## src/rtl/layer_compositor.sv

```systemverilog
// Layer compositor: priority-based sprite compositing with optional 50% blend,
// per-frame shadowed enable/blend masks and per-frame collision reporting.
//
// Ports:
//   i_clk, i_rst        clock, asynchronous active-high reset
//   i_x, i_y, i_de      pixel coordinate and active-video qualifier
//   i_v_sync            frame sync (rising edge = frame boundary)
//   i_layer_hit         per-layer hit for the current pixel
//   i_layer_rgb         packed layer colours, layer k at [k*3*COLOR_W +: 3*COLOR_W]
//   i_bg_rgb            background colour (red in the MS field)
//   i_layer_en          requested layer enables (taken at frame boundary)
//   i_blend_en          requested blend enables (taken at frame boundary)
//   o_red/green/blue    composited pixel, two edges after the sampling edge
//   o_x, o_y, o_de      coordinate and qualifier aligned with the pixel
//   o_winner            winning layer index, NUM_LAYERS for background
//   o_collision         per-layer overlap flags of the previous frame
//   o_frame_done        one-cycle pulse after each frame boundary
module layer_compositor #(
    parameter int NUM_LAYERS = 8,
    parameter int COLOR_W    = 8,
    parameter int COORD_W    = 16,
    localparam int unsigned WIN_W = ($clog2(NUM_LAYERS + 1) < 1) ? 1 : $clog2(NUM_LAYERS + 1),
    localparam int unsigned PIX_W = 3 * COLOR_W
) (
    input  logic                         i_clk,
    input  logic                         i_rst,
    input  logic [COORD_W-1:0]           i_x,
    input  logic [COORD_W-1:0]           i_y,
    input  logic                         i_de,
    input  logic                         i_v_sync,
    input  logic [NUM_LAYERS-1:0]        i_layer_hit,
    input  logic [NUM_LAYERS*PIX_W-1:0]  i_layer_rgb,
    input  logic [PIX_W-1:0]             i_bg_rgb,
    input  logic [NUM_LAYERS-1:0]        i_layer_en,
    input  logic [NUM_LAYERS-1:0]        i_blend_en,
    output logic [COLOR_W-1:0]           o_red,
    output logic [COLOR_W-1:0]           o_green,
    output logic [COLOR_W-1:0]           o_blue,
    output logic [COORD_W-1:0]           o_x,
    output logic [COORD_W-1:0]           o_y,
    output logic                         o_de,
    output logic [WIN_W-1:0]             o_winner,
    output logic [NUM_LAYERS-1:0]        o_collision,
    output logic                         o_frame_done
);

    // ---------------- frame control ----------------
    logic                  v_sync_q;
    logic                  frame_edge_c;
    logic [NUM_LAYERS-1:0] act_en_q, act_en_d;
    logic [NUM_LAYERS-1:0] act_blend_q, act_blend_d;
    logic [NUM_LAYERS-1:0] acc_q, acc_d;
    logic [NUM_LAYERS-1:0] coll_q, coll_d;
    logic                  done_q;
    logic [NUM_LAYERS-1:0] eff_c;
    logic                  multi_hit_c;

    assign frame_edge_c = i_v_sync & ~v_sync_q;

    // Effective hit and overlap detection (x & (x-1) != 0 means two or more bits set)
    always_comb begin
        eff_c       = i_de ? (i_layer_hit & act_en_q) : '0;
        multi_hit_c = (eff_c & (eff_c - NUM_LAYERS'(1))) != '0;
    end

    // Masks shadowed at frame boundary; edge-cycle collisions belong to the new frame
    always_comb begin
        act_en_d    = act_en_q;
        act_blend_d = act_blend_q;
        coll_d      = coll_q;
        acc_d       = acc_q;
        if (frame_edge_c) begin
            act_en_d    = i_layer_en;
            act_blend_d = i_blend_en;
            coll_d      = acc_q;
            acc_d       = '0;
        end
        if (multi_hit_c) begin
            acc_d = acc_d | eff_c;
        end
    end

    always_ff @(posedge i_clk or posedge i_rst) begin
        if (i_rst) begin
            v_sync_q    <= 1'b1;
            act_en_q    <= '1;
            act_blend_q <= '0;
            acc_q       <= '0;
            coll_q      <= '0;
            done_q      <= 1'b0;
        end else begin
            v_sync_q    <= i_v_sync;
            act_en_q    <= act_en_d;
            act_blend_q <= act_blend_d;
            acc_q       <= acc_d;
            coll_q      <= coll_d;
            done_q      <= frame_edge_c;
        end
    end

    // ---------------- stage 1: capture qualified pixel ----------------
    logic                        s1_de_q;
    logic [COORD_W-1:0]          s1_x_q, s1_y_q;
    logic [NUM_LAYERS-1:0]       s1_eff_q;
    logic [NUM_LAYERS-1:0]       s1_blend_q;
    logic [NUM_LAYERS*PIX_W-1:0] s1_rgb_q;
    logic [PIX_W-1:0]            s1_bg_q;

    always_ff @(posedge i_clk or posedge i_rst) begin
        if (i_rst) begin
            s1_de_q    <= 1'b0;
            s1_x_q     <= '0;
            s1_y_q     <= '0;
            s1_eff_q   <= '0;
            s1_blend_q <= '0;
            s1_rgb_q   <= '0;
            s1_bg_q    <= '0;
        end else begin
            s1_de_q    <= i_de;
            s1_x_q     <= i_x;
            s1_y_q     <= i_y;
            s1_eff_q   <= eff_c;
            s1_blend_q <= act_blend_q;
            s1_rgb_q   <= i_layer_rgb;
            s1_bg_q    <= i_bg_rgb;
        end
    end

    // ---------------- stage 2: winner / under selection ----------------
    logic [WIN_W-1:0] win_d, s2_win_q;
    logic [PIX_W-1:0] wcol_d, s2_wcol_q;
    logic [PIX_W-1:0] ucol_d, s2_ucol_q;
    logic             wblend_d, s2_blend_q;
    logic             s2_de_q;
    logic [COORD_W-1:0] s2_x_q, s2_y_q;

    // Scan from lowest priority upward: each hit demotes the previous winner to "under"
    always_comb begin
        win_d    = WIN_W'(NUM_LAYERS);
        wcol_d   = s1_bg_q;
        ucol_d   = s1_bg_q;
        wblend_d = 1'b0;
        for (int k = NUM_LAYERS - 1; k >= 0; k--) begin
            if (s1_eff_q[k]) begin
                ucol_d   = wcol_d;
                wcol_d   = s1_rgb_q[k*PIX_W +: PIX_W];
                wblend_d = s1_blend_q[k];
                win_d    = WIN_W'(k);
            end
        end
    end

    always_ff @(posedge i_clk or posedge i_rst) begin
        if (i_rst) begin
            s2_de_q    <= 1'b0;
            s2_x_q     <= '0;
            s2_y_q     <= '0;
            s2_win_q   <= '0;
            s2_wcol_q  <= '0;
            s2_ucol_q  <= '0;
            s2_blend_q <= 1'b0;
        end else begin
            s2_de_q    <= s1_de_q;
            s2_x_q     <= s1_x_q;
            s2_y_q     <= s1_y_q;
            s2_win_q   <= win_d;
            s2_wcol_q  <= wcol_d;
            s2_ucol_q  <= ucol_d;
            s2_blend_q <= wblend_d;
        end
    end

    // ---------------- stage 3: blend and output gating ----------------
    logic [PIX_W-1:0] out_rgb_q, out_rgb_d;
    logic [WIN_W-1:0] out_win_q, out_win_d;
    logic [COORD_W-1:0] out_x_q, out_y_q;
    logic             out_de_q;
    logic [PIX_W-1:0] mix_c;
    logic [COLOR_W:0] sum_c;

    // Per-channel average at COLOR_W+1 bits so the carry is kept before the halving
    always_comb begin
        mix_c = '0;
        sum_c = '0;
        for (int c = 0; c < 3; c++) begin
            sum_c = {1'b0, s2_wcol_q[c*COLOR_W +: COLOR_W]}
                  + {1'b0, s2_ucol_q[c*COLOR_W +: COLOR_W]};
            mix_c[c*COLOR_W +: COLOR_W] = sum_c[COLOR_W:1];
        end
    end

    always_comb begin
        out_rgb_d = s2_blend_q ? mix_c : s2_wcol_q;
        out_win_d = s2_win_q;
        if (!s2_de_q) begin
            out_rgb_d = '0;
            out_win_d = '0;
        end
    end

    always_ff @(posedge i_clk or posedge i_rst) begin
        if (i_rst) begin
            out_rgb_q <= '0;
            out_win_q <= '0;
            out_x_q   <= '0;
            out_y_q   <= '0;
            out_de_q  <= 1'b0;
        end else begin
            out_rgb_q <= out_rgb_d;
            out_win_q <= out_win_d;
            out_x_q   <= s2_x_q;
            out_y_q   <= s2_y_q;
            out_de_q  <= s2_de_q;
        end
    end

    assign o_red        = out_rgb_q[2*COLOR_W +: COLOR_W];
    assign o_green      = out_rgb_q[COLOR_W +: COLOR_W];
    assign o_blue       = out_rgb_q[0 +: COLOR_W];
    assign o_x          = out_x_q;
    assign o_y          = out_y_q;
    assign o_de         = out_de_q;
    assign o_winner     = out_win_q;
    assign o_collision  = coll_q;
    assign o_frame_done = done_q;

endmodule

```

## config.mk

```make
export PLATFORM = sky130hd
export DESIGN_NAME = layer_compositor
export DESIGN_NICKNAME = d
export VERILOG_FILES = /design/src/rtl/layer_compositor.sv
export SDC_FILE = /design/constraint.sdc
export NUM_CORES = 1
export LEC_CHECK = 0
export ABC_CLOCK_PERIOD_IN_PS = 28700
export BUFFER_PORTS_ARGS = -buffer_cell sky130_fd_sc_hd__buf_4
export CORE_AREA = 2 2 189 237
export CTS_CLUSTER_SIZE = 10
export DETAILED_ROUTE_END_ITERATION = 10
export DIE_AREA = 0 0 191 239
export PLACE_DENSITY = 0.63
export SLEW_MARGIN = 25
export SYNTH_ARGS = -nofsm -noshare
export SYNTH_HDL_FRONTEND = slang
export SYNTH_SLANG_ARGS = --single-unit
export TNS_END_PERCENT = 1
```

## constraint.sdc

```tcl
create_clock -name i_clk -period 28.7 [get_ports i_clk]
set_input_delay 5.74 -clock i_clk [delete_from_list [all_inputs] [get_ports i_clk]]
set_output_delay 5.74 -clock i_clk [all_outputs]
set_load 0.005 [all_outputs]
```

==> results of run 1 <==
[sequential cells by signal, summed over array words and instances (netlist names), 16 cells and up]
| register | flops |
|---|---|
| s2_y_q | 16 |
| s2_x_q | 16 |
| s2_wcol_q | 24 |
| s2_ucol_q | 24 |
| o_y | 16 |
| s1_bg_q | 24 |
| out_rgb_q | 24 |
| s1_rgb_q | 192 |
| s1_x_q | 16 |
| s1_y_q | 16 |
| o_x | 16 |
[through the flow]
step                worst slack, ns  util [%]  instances  hold slack [ns]  total power [uW]
floorplan                     10.55         -       1460            0.331               872
global placement              20.49      46.5       2300            0.331               973
detailed placement            20.44      46.6       2302            0.335               980
CTS                           21.07      49.9       2375            0.344              1560
global route                  21.77      50.1       2382            0.348              1620
finish                        21.80      50.1       2382            0.342              1540
[worst max path at each step]
stage / from / endpoint / cells after the start
floorplan: i_rst / acc_q[0] / 1
global placement: i_rst / o_x[12] / 4
detailed placement: i_rst / s1_x_q[12] / 4
CTS: i_rst / s2_x_q[0] / 4
global route: i_rst / o_x[15] / 4
finish: o_winner[3] / o_winner[3] / 1
[power by group]
| group | total [uW] | leakage, uW | internal (uW) | switching (uW) |
|---|---|---|---|---|
| Clock | 572 | 0.000701 | 332 | 240 |
| Sequential | 716 | 0.00528 | 687 | 29.4 |
| Combinational | 254 | 0.00412 | 118 | 135 |
| Total | 1540 | 0.0101 | 1140 | 405 |
[final cells by class]
class | instances | share of cell area (%)
clock buffer | 69 | 6.34
sequential | 446 | 51.2
tap | 572 | 3.28
antenna | 5 | 0.0573
timing repair buffer | 366 | 12.9
clock inverter | 4 | 0.264
inverter | 12 | 0.241
multi-input combinational | 908 | 25.7
[logic make-up after synthesis]
kind of cell,count (synthesis)
XOR/XNOR,14
buffers and inverters,106
multiplexers,54
AO/OA/AOI/OAI,307
flip-flops,446
adder cells (fa/ha/maj),27
AND/OR/NAND/NOR,506
[per-layer routing]
layer  up-vias  track usage [%]  part of all wire (%)
li1       5745                -                     -
met1      6088             26.7                    40
met2       454             34.4                    49
met3        98             5.83                   7.6
met4         6             8.69                   3.2
met5         -                0                 0.096
[placed cells by master, fill, tap and decap left out, types with 4 or more instances in the layout]
cell / Yosys / routed
a22oi_1: 23 / 23
nor2_1: 78 / 76
dfrtp_2: 0 / 5
o211ai_1: 46 / 46
and3_1: 10 / 9
a21o_1: 12 / 12
buf_4: 4 / 361
nand4_1: 26 / 26
clkbuf_8: 0 / 4
mux2i_1: 53 / 53
xor2_1: 10 / 10
o31ai_1: 48 / 48
o22ai_1: 24 / 24
a311o_1: 4 / 4
nand2b_1: 26 / 26
inv_1: 10 / 9
dfstp_2: 9 / 9
o211a_1: 4 / 4
clkbuf_16: 0 / 51
nor2b_1: 44 / 42
ha_1: 21 / 21
dfrtp_1: 437 / 431
o21ai_1: 27 / 27
clkbuf_1: 66 / 14
nand2_1: 262 / 261
a2111o_1: 21 / 21
a21oi_1: 28 / 28
a22o_1: 28 / 28
nand3_1: 12 / 12
o21ai_0: 24 / 24
diode_2: 0 / 5
and2_1: 12 / 12
nor3b_1: 24 / 24
==> results.cfg, run 1 <==
[logic_synthesis]
ys_dominant_reg_cell = dfrtp_1
synthCells = 1460
seq_area_frac_synth_pct = 65.0
synth_xor_area_share_pct = 0.713
synth_compound_area_share_pct = 13.0
syn_avg_cell_area_sq_um = 11.8
synth.top_cell.area_share_pct = 63.6
ys_warn_count = 0
syn-num-nets = 1760
synthTopCellsByArea = dfrtp_1, nand2_1, mux2i_1, o31ai_1, o211ai_1
synth_area_sq_um = 17200
synth_edf_count = 0
async_flop_share_pct = 100
synth-simple-area-share_pct = 13.6
synthAdderAreaFrac_pct = 2.06
synth_top_area_cell = dfrtp_1
synth_top_family_by_area = simple AND/OR/NAND/NOR gates
yosys_register_bits = 446
ys_top_cells_by_count = dfrtp_1, nand2_1, nor2_1, clkbuf_1, mux2i_1
muxShareOfSynthArea_pct = 3.15
synth_most_common_cell = dfrtp_1
ys_types = 59

[critical_path]
slowest_delay_ns = 0.42
slowest_stage = dfrtp_1
path_delay_family = flip-flops
timing.rr.end = s2_ucol_q[22]
critical_path_buf_inv_count = 1
reg2reg_setup_slack_ns = 25.52
worstSetupEndpointType = output port
cp.required_ns = 22.96
worstRegToRegCells = 7
worstSetupPathType = register to output port
cp_cell_sequence = buf_4
cp-start-kind = register
r2r-start = s1_eff_q[5]
cp_max_fo = 1
cp.arrival_ns = 1.16

[clock_tree]
cts.repair.resized = 0
htreeDepth = 2
clkTransAtPathRegs_ns = 0.05
cts_sinks = 446
clk_path_buf_depth = 3
tritoncts = yes
cts_setup_buffers = 0
clk-insertion-delay-late_ns = 0.59
cts_root_buf = clkbuf_16
cts_buffers = 51
cts_hold_buf = 0

[place]
placed_area_sq_um = 20300
gp_congestion = 0.903
place_hpwl_microns = 33900
port_buffers = 345

[final_layout]
fill_cells = 3860
design_area_sq_um = 21800
area_growth_pct = 27.0
drive_gt1_share_pct = 25.3
register_area_sq_um = 11200
nets = 2085
multi_input_area_sq_um = 5620

[route]
viasPerCell = 5.20
wl_per_cell_microns = 20.2
drt_pass1_iterations = 8
vias = 12400
antenna_left = 0
wl_microns = 48100
drtIter0Drc = 738
drc = 0

[run]
max-cap-violations = 0

[hold_path]
hold_end = o_y[15]
min_path_type = register to register
hold_depth = 0
min_from = s2_y_q[15]

[power]
ir_drop_mv = 0.0563
p_per_area_nw_per_um2 = 70.6
leakage_uw = 0.0101

[timing]
period_needed_ns = 6.90
tightest_slew_ns = 1.03
fmax_mhz = 145
finalSetupTns_ns = 0
drv_slew = 0
rsz0062_at_grt = false
finalSetupViolations = 0
slew_headroom_pct = 31.4
fin_skew_ns = 0.0172
hold_viol = 0
fin_crit_sh_pct = 24.0

[floorplan]
coreArea_sq_um = 43600
start_util_pct = 39.5
io_pins = 346
fp.dieW_microns = 191
dieArea_sq_um = 45600
die_y_microns = 239
rows = 86

[grt]
grt_use_total_pct = 21.2
antenna_found_initial = 8
grt_pass1_vias = 12700
gr-total-overflow = 0
grt_pass1_wl_microns = 72900
grt_max_degree = 178

[run_status]
status = finished, final reports clean
No activity file was read; power rests on OpenSTA's default activity.
==> inputs of run 2 (changes only) <==
--- a/config.mk
+++ b/config.mk
@@ -5,13 +5,13 @@
 export SDC_FILE = /design/constraint.sdc
 export NUM_CORES = 1
 export LEC_CHECK = 0
-export ABC_CLOCK_PERIOD_IN_PS = 28700
+export ABC_CLOCK_PERIOD_IN_PS = 6200
 export BUFFER_PORTS_ARGS = -buffer_cell sky130_fd_sc_hd__buf_4
 export CORE_AREA = 2 2 189 237
 export CTS_CLUSTER_SIZE = 10
 export DETAILED_ROUTE_END_ITERATION = 10
 export DIE_AREA = 0 0 191 239
-export PLACE_DENSITY = 0.63
+export PLACE_DENSITY = 0.65
 export SLEW_MARGIN = 25
 export SYNTH_ARGS = -nofsm -noshare
 export SYNTH_HDL_FRONTEND = slang
==> constraint.sdc (replaced) <==
create_clock -name i_clk -period 6.2 [get_ports i_clk]
set_input_delay 1.24 -clock i_clk [delete_from_list [all_inputs] [get_ports i_clk]]
set_output_delay 1.24 -clock i_clk [all_outputs]
set_load 0.005 [all_outputs]
==> results.cfg, run 2 (synthesis results as in run 1) <==
[route]
wl_microns = 51100
drc = 0
wl_per_cell_microns = 21.5
vias = 12400
antenna_left = 0
viasPerCell = 5.22
drt_pass1_iterations = 5
drtIter0Drc = 771

[floorplan]
die_y_microns = 239
fp.dieW_microns = 191
dieArea_sq_um = 45600
rows = 86
start_util_pct = 39.5
io_pins = 346
coreArea_sq_um = 43600

[power]
power_frac_clock_pct = 37.5
p_per_area_nw_per_um2 = 331
leakage_uw = 0.0101
p_seq_share_pct = 46.3
switching_share_pct = 26.6
report.power.total_uw = 7210
pwr-share-comb_pct = 16.2
p_switching_uw = 1920
p_int_uw = 5290
ir_drop_mv = 0.283

[place]
port_buffers = 345
place_hpwl_microns = 36000
placed_area_sq_um = 20300
gp_congestion = 0.806
dpl.cell_count = 2299

[clock_tree]
cts_hold_buf = 0
cts.repair.resized = 0
clk-insertion-delay-late_ns = 0.59
cts_root_buf = clkbuf_16
clkTransAtPathRegs_ns = 0.06
tritoncts = yes
cts_sinks = 446
clk_path_buf_depth = 3
cts_buffers = 52
cts_setup_buffers = 0
htreeDepth = 2

[critical_path]
path_delay_family = simple AND/OR/NAND/NOR gates
cp-start-kind = register
cp_max_fo = 63
cp.arrival_ns = 3.65
worstRegToRegCells = 7
worstSetupEndpointType = register
reg2reg_setup_slack_ns = 3.02
worst-path-stages = 7
slowest_delay_ns = 0.62
timing.rr.end = s2_ucol_q[22]
cp.required_ns = 6.66
r2r-start = s1_eff_q[5]
slowest_stage = and3_1
critical_path_buf_inv_count = 2
cp_cell_sequence = buf_4, inv_2, and3_1, a32o_1, or4_1, nand4_1, o311ai_1
worstSetupPathType = register to register

[timing]
tightest_slew_ns = 1.08
fmax_mhz = 314
fin_skew_ns = 0.0172
rsz0062_at_grt = false
finalSetupViolations = 0
period_needed_ns = 3.18
fin_crit_sh_pct = 51.4
finalSetupTns_ns = 0
fin_hold_ws_ns = 0.342
drv_slew = 0
hold_viol = 0
slew_headroom_pct = 27.4

[grt]
antenna_found_initial = 0
gr-total-overflow = 0
grt_use_total_pct = 22.5
grt_max_degree = 171
grt_pass1_vias = 12700
grt_pass1_wl_microns = 76600

[run]
max-cap-violations = 0

[hold_path]
min_from = s2_y_q[1]
hold_depth = 0
min_path_type = register to register
hold_end = o_y[1]

[final_layout]
antennaDiodeCount = 0
final_cell_mix = dfrtp_1, buf_4, nand2_1, nor2_1, mux2i_1
drive_gt1_share_pct = 25.2
area_growth_pct = 26.8
nets = 2082
design_area_sq_um = 21800
top_register = s1_rgb_q
fin_cells = 2377
mostFrequentLayoutCell = dfrtp_1
largest_register_ffs = 192

[run_status]
status = finished, final reports clean
-- run 2: changes by cell type in the layout (fill, tap and decap cells not counted), sizes merged --
| cell | before | now |
|---|---|---|
| inv | 13 | 11 |
| clkbuf | 69 | 70 |
| clkinv | 3 | 7 |
| clkinvlp | 0 | 1 |
| diode | 5 | 0 |
| buf | 366 | 362 |
-- run 2: worst reg2reg max path: cells and delay by family, from the launching register on --
| kind | cells | cell delay (ns) |
|---|---|---|
| AND/OR/NAND/NOR | 3 | 1.30 |
| buffers and inverters | 2 | 0.95 |
| AO/OA/AOI/OAI | 2 | 0.48 |
| flip-flops | 1 | 0.34 |
-- run 2: per-stage QoR --
stage,setup slack (ns),util [%]
2_1_floorplan,-1.06,-
4_1_cts,3.07,50.0
6_report,3.02,50.0
3_5_place_dp,3.09,46.6
5_1_grt,2.88,50.0
3_3_place_gp,3.11,46.6
-- run 2: worst max-delay path by stage --
stage | startpoint | to | slack (ns)
CTS | s1_eff_q[5] | s2_ucol_q[22] | 3.07
detailed placement | s1_eff_q[5] | s2_ucol_q[22] | 3.09
finish | s1_eff_q[5] | s2_ucol_q[22] | 3.02
global route | s1_eff_q[5] | s2_ucol_q[22] | 2.88
global placement | s1_eff_q[5] | s2_ucol_q[22] | 3.11
floorplan | i_rst | acc_q[0] | -1.06
-- run 2: final cells by class --
cell class | instances | area (sq um)
clock inverter | 7 | 68.8
timing repair buffer | 362 | 2760
clock buffer | 70 | 1410
sequential | 446 | 11200
fill | 3886 | 21800
inverter | 12 | 48.8
tap | 572 | 716
multi-input combinational | 908 | 5620
-- run 2: per-layer routing --
layer	up-vias	global-route usage, %	wire (microns)
met5	-	0	0
met4	0	7.99	1660
met3	96	5.62	3880
met2	471	37.4	25200
met1	6120	28.6	20400
li1	5720	-	-
-- run 2: power groups by stage --
stage / sequential, uW / combinational [uW] / clock [uW]
after floorplan: 3330 / 711 / 0
after global placement: 3380 / 1130 / 0
after detailed placement: 3380 / 1160 / 0
after CTS: 3330 / 1170 / 2780
after global routing: 3360 / 1300 / 2900
final: 3330 / 1170 / 2700
